`src/rtl/dmem_arbiter.sv`:
```
// dmem_arbiter: shares the single-port 256x8 data memory between the core
// load/store path and the host loader port.
// A registered three-state grant FSM serialises the accesses. Each access
// takes one SERVE cycle followed by a return to IDLE, where both ports are
// arbitrated again.
// Tie policy: fixed priority (core wins) by default. Defining DMEM_ARB_RR_EN
// selects round-robin against the last port served.

module dmem_arbiter #(
    parameter int AW = 8,
    parameter int DW = 8
) (
    input  logic          CLK,
    input  logic          Reset,
    input  logic          core_req,
    input  logic          core_we,
    input  logic [AW-1:0] core_addr,
    input  logic [DW-1:0] core_wdata,
    output logic          core_ack,
    output logic [DW-1:0] core_rdata,
    output logic          core_stall,
    input  logic          host_req,
    input  logic          host_we,
    input  logic [AW-1:0] host_addr,
    input  logic [DW-1:0] host_wdata,
    output logic          host_ack,
    output logic [DW-1:0] host_rdata,
    output logic [AW-1:0] mem_addr,
    output logic          mem_we,
    output logic [DW-1:0] mem_wdata,
    input  logic [DW-1:0] mem_rdata,
    output logic          busy
);

`ifdef DMEM_ARB_RR_EN
    localparam logic RR_EN = 1'b1;
`else
    localparam logic RR_EN = 1'b0;
`endif

    typedef enum logic [1:0] {
        IDLE       = 2'd0,
        SERVE_CORE = 2'd1,
        SERVE_HOST = 2'd2
    } state_t;

    typedef enum logic {
        GRANT_CORE = 1'b0,
        GRANT_HOST = 1'b1
    } grant_t;

    state_t          state_r;
    state_t          next_state_s;
    grant_t          last_grant_r;
    logic [DW-1:0]   core_rdata_r;
    logic [DW-1:0]   host_rdata_r;

    // On a tie the host wins only under round-robin, and only when the core was served last.
    function automatic logic host_wins_tie(input logic rr_en, input grant_t last);
        return rr_en & (last == GRANT_CORE);
    endfunction

    // Pick the next state: arbitrate in IDLE, always return from a SERVE state.
    always_comb begin
        next_state_s = IDLE;
        case (state_r)
            IDLE: begin
                if (core_req && host_req) begin
                    if (host_wins_tie(RR_EN, last_grant_r)) begin
                        next_state_s = SERVE_HOST;
                    end else begin
                        next_state_s = SERVE_CORE;
                    end
                end else if (core_req) begin
                    next_state_s = SERVE_CORE;
                end else if (host_req) begin
                    next_state_s = SERVE_HOST;
                end else begin
                    next_state_s = IDLE;
                end
            end
            SERVE_CORE: next_state_s = IDLE;
            SERVE_HOST: next_state_s = IDLE;
            default:    next_state_s = IDLE;
        endcase
    end

    // Memory port mux. A reset arriving in a SERVE cycle suppresses the write.
    always_comb begin
        mem_addr  = core_addr;
        mem_wdata = core_wdata;
        mem_we    = 1'b0;
        case (state_r)
            SERVE_CORE: begin
                mem_addr  = core_addr;
                mem_wdata = core_wdata;
                mem_we    = core_we & ~Reset;
            end
            SERVE_HOST: begin
                mem_addr  = host_addr;
                mem_wdata = host_wdata;
                mem_we    = host_we & ~Reset;
            end
            default: begin
                mem_addr  = core_addr;
                mem_wdata = core_wdata;
                mem_we    = 1'b0;
            end
        endcase
    end

    // Handshake outputs decoded from the registered state. A reset arriving in a SERVE cycle blocks the ack.
    always_comb begin
        core_ack   = (state_r == SERVE_CORE) & ~Reset;
        host_ack   = (state_r == SERVE_HOST) & ~Reset;
        core_stall = core_req & ~core_ack;
        busy       = (state_r != IDLE);
        core_rdata = core_rdata_r;
        host_rdata = host_rdata_r;
    end

    // Grant FSM, last-grant tracking and read-data capture.
    always_ff @(posedge CLK) begin
        if (Reset) begin
            state_r      <= IDLE;
            last_grant_r <= GRANT_HOST;
            core_rdata_r <= {DW{1'b0}};
            host_rdata_r <= {DW{1'b0}};
        end else begin
            state_r <= next_state_s;
            case (state_r)
                SERVE_CORE: begin
                    last_grant_r <= GRANT_CORE;
                    if (!core_we) begin
                        core_rdata_r <= mem_rdata;
                    end else begin
                        core_rdata_r <= core_rdata_r;
                    end
                end
                SERVE_HOST: begin
                    last_grant_r <= GRANT_HOST;
                    if (!host_we) begin
                        host_rdata_r <= mem_rdata;
                    end else begin
                        host_rdata_r <= host_rdata_r;
                    end
                end
                default: begin
                    last_grant_r <= last_grant_r;
                end
            endcase
        end
    end

endmodule
```
`config.mk`:
```
export PLATFORM = sky130hd
export DESIGN_NAME = dmem_arbiter
export DESIGN_NICKNAME = d
export VERILOG_FILES = /design/src/rtl/dmem_arbiter.sv
export SDC_FILE = /design/constraint.sdc
export NUM_CORES = 1
export LEC_CHECK = 0
export CAP_MARGIN = 10
export CORE_ASPECT_RATIO = 0.8
export CORE_MARGIN = 2
export CORE_UTILIZATION = 30
export DETAILED_ROUTE_END_ITERATION = 8
export PLACE_DENSITY = 0.7
export SLEW_MARGIN = 10
export SYNTH_ARGS = -nofsm -noshare
export SYNTH_HDL_FRONTEND = slang
export SYNTH_SLANG_ARGS = --single-unit
export TNS_END_PERCENT = 1
```
`constraint.sdc`:
```
create_clock -name CLK -period 2.1 [get_ports CLK]
set_input_delay 0.315 -clock CLK [delete_from_list [all_inputs] [get_ports CLK]]
set_output_delay 0.315 -clock CLK [all_outputs]
set_load 0.1 [all_outputs]
```
==> flow_summary.json <==
{
  "synthCells": 99,
  "critPathLaunchType": "register",
  "worstPathRequired_ns": 1.78,
  "synth.most_common_cell": "nand2b_1",
  "antenna_cells": 0,
  "final-hold-violation-count": 0,
  "grt.overflow.total": 0,
  "hp-start": "host_rdata[0]",
  "finalInstanceArea_mm2": 0.00215,
  "clkTransAtPathRegs_ns": 0.07,
  "cts_htree_levels": 1,
  "grt_max_degree": 25,
  "port_buffers": 82,
  "setup_viol": 0,
  "synth_area_leaders": "dfxtp_1, nand2b_1, mux2i_1",
  "slew_violations": 0,
  "synth_top_area_share_pct": 33.8,
  "clock_path_buffers": 2,
  "root_buffer": "clkbuf_8",
  "first_global_vias": 1115,
  "drive_gt1_share_pct": 35.7,
  "die_x_um": 70.6,
  "synth-main-ff-cell": "dfxtp_1",
  "run_status": "completed",
  "dp_hpwl_um": 2880,
  "routed_wl_um": 3300,
  "r2r_setup_slack_ns": 0.61,
  "nNetsFinal": 232,
  "ir_drop_uv": 275,
  "dp.cells": 220,
  "synth_top_area_cell": "dfxtp_1",
  "worst_ep_arrival_time_ns": 1.60,
  "cts_setup_buffers": 0,
  "crit_path_start": "state_r[0]",
  "detail-route-antenna-nets": 0,
  "fin_hold_ws_ns": 0.475,
  "pwr_density_cell_mw_per_mm2": 558,
  "max_slew_margin_pct": 73.2,
  "holdBufCountCts": 0,
  "synth_area_mm2": 0.00106,
  "cts_resized": 0,
  "cap_violations": 0,
  "worst_r2r_path_depth": 6,
  "yosysUniqueCellTypes": 12,
  "drt_iter0_markers": 36,
  "ys_seq_area_share_pct": 33.8,
  "synth.ff_latch_count": 18,
  "fin_crit_sh_pct": 91.3,
  "postPlaceCellArea_mm2": 0.00210,
  "syn-num-nets": 148,
  "cts_tree": "done",
  "wl_per_cell_um": 14.7,
  "reg2reg_from": "state_r[0]",
  "r2r_end": "host_rdata[2]",
  "rsz0062_at_grt": "no",
  "crit_fanout": 11,
  "fmax_mhz": 521,
  "cts_buffers": 3,
  "clock-sinks": 18,
  "insertion_delay_ns": 0.25,
  "track_usage_pct": 17.0,
  "min_path_type": "register to register",
  "vias": 979,
  "yosysWarnings": 0,
  "hold_path_depth": 2,
  "fillers": 266,
  "crit_path_max_incr_delay_ns": 0.34,
  "crit_buf_inv": 3,
  "criticalPathCategory": "register to output pin",
  "holdPathEnd": "host_rdata[0]",
  "dieArea_mm2": 0.00404,
  "tightestPinTransition_ns": 0.402,
  "vias_per_cell": 4.37,
  "dr.pass1.iters": 4,
  "antenna_found_initial": 0,
  "finalClockSkew_ns": 0.00319,
  "final_cells": 224,
  "area_delta_synth_final_pct": 102,
  "gp_congestion": 0.704,
  "path_cells": "inv_1, ha_1, buf_4, mux2_4, buf_12",
  "grt_pass1_wl_um": 5320,
  "synth_edf_count": 0,
  "p_leak_nw": 0.945,
  "chipHeight_um": 57.3,
  "fin_crit_ns": 1.92,
  "power_mw": 1.20,
  "core_mm2": 0.00342,
  "ios": 83,
  "initial_utilization_pct": 31.1,
  "rows": 19,
  "drc_errors": 0,
  "crit_slowest_cell": "mux2_4",
  "syn_avg_cell_area_um2": 10.8,
  "cp-end-kind": "output pin",
  "ys_async_sr_fraction_pct": 0,
  "critical-path-top-delay-family": "buffers and inverters",
  "synth_common_cells": "nand2b_1, dfxtp_1, mux2i_1"
}
==> report_power, final <==
part / leakage [nW] / switching (mW) / total [mW] / internal (mW)
clock: 0.0288 / 0.113 / 0.279 / 0.167
combinational: 0.770 / 0.330 / 0.567 / 0.237
sequential: 0.146 / 0.00528 / 0.356 / 0.351
total: 0.945 / 0.448 / 1.20 / 0.755
==> cells by family after synthesis <==
logic type,count (synthesis),share of synthesized area [%]
mux,33,36.5
simple gates,34,20.2
fa+ha+maj,3,3.53
buf+inv,11,5.87
flops,18,33.8
==> metal layers <==
layer	share of wire [%]	GRT usage [%]	routed length [um]
met2	56	32.9	1850
met3	3.3	3.36	109
met5	0	0	0
met4	2.5	6.74	81
met1	38	18.3	1260
==> worst max-delay path by stage <==
| stage | endpoint | slack [ns] | cells past startpoint |
|---|---|---|---|
| final | mem_wdata[4] | 0.18 | 5 |
| after global routing | mem_addr[6] | 0.09 | 5 |
| after CTS | mem_wdata[4] | 0.16 | 5 |
| after detailed placement | mem_we | 0.35 | 4 |
| after global placement | mem_we | 0.37 | 4 |
| after floorplan | core_stall | -0.07 | 4 |
==> area by class of cell <==
type / count / area, um^2 / area share (%)
multi-input combinational: 70 / 649 / 30.2
sequential: 18 / 360 / 16.7
clock buffer: 4 / 55.1 / 2.56
tap: 42 / 52.6 / 2.44
timing repair buffer: 86 / 1020 / 47.4
inverter: 4 / 15.0 / 0.697
==> per-stage QoR <==
step / worst slack [ns] / util, % / TNS, ns
finish: 0.182 / 62.9 / 0
global route: 0.0922 / 62.9 / 0
CTS: 0.161 / 62.9 / 0
detailed placement: 0.354 / 61.3 / 0
global placement: 0.368 / 61.3 / 0
floorplan: -0.0737 / - / -0.0737
==> worst reg2reg max path, delay by kind of cell, from the launching register on <==
family	cells	cell delay, ns
adders and majority gates	1	0.20
buffers and inverters	3	0.51
DFF	1	0.32
muxes	1	0.21
and+or+nand+nor	1	0.17
==> cells in the final DEF (no fill, tap or decap) <==
master           instances
inv_1                    4
nand2b_1                26
mux2_2                   7
ha_1                     3
dfxtp_1                 18
mux2i_1                 16
nor2b_2                  3
nor4b_1                  1
mux2_4                  10
clkdlybuf4s50_1         45
buf_12                  21
nor2b_1                  2
and3_1                   2
clkbuf_8                 4
buf_4                   20
==> sequential cells by signal (all words and copies together), names as in the netlist <==
name	flops
core_rdata	8
host_rdata	8
state_r	2
(Power assumes the default switching activity.)
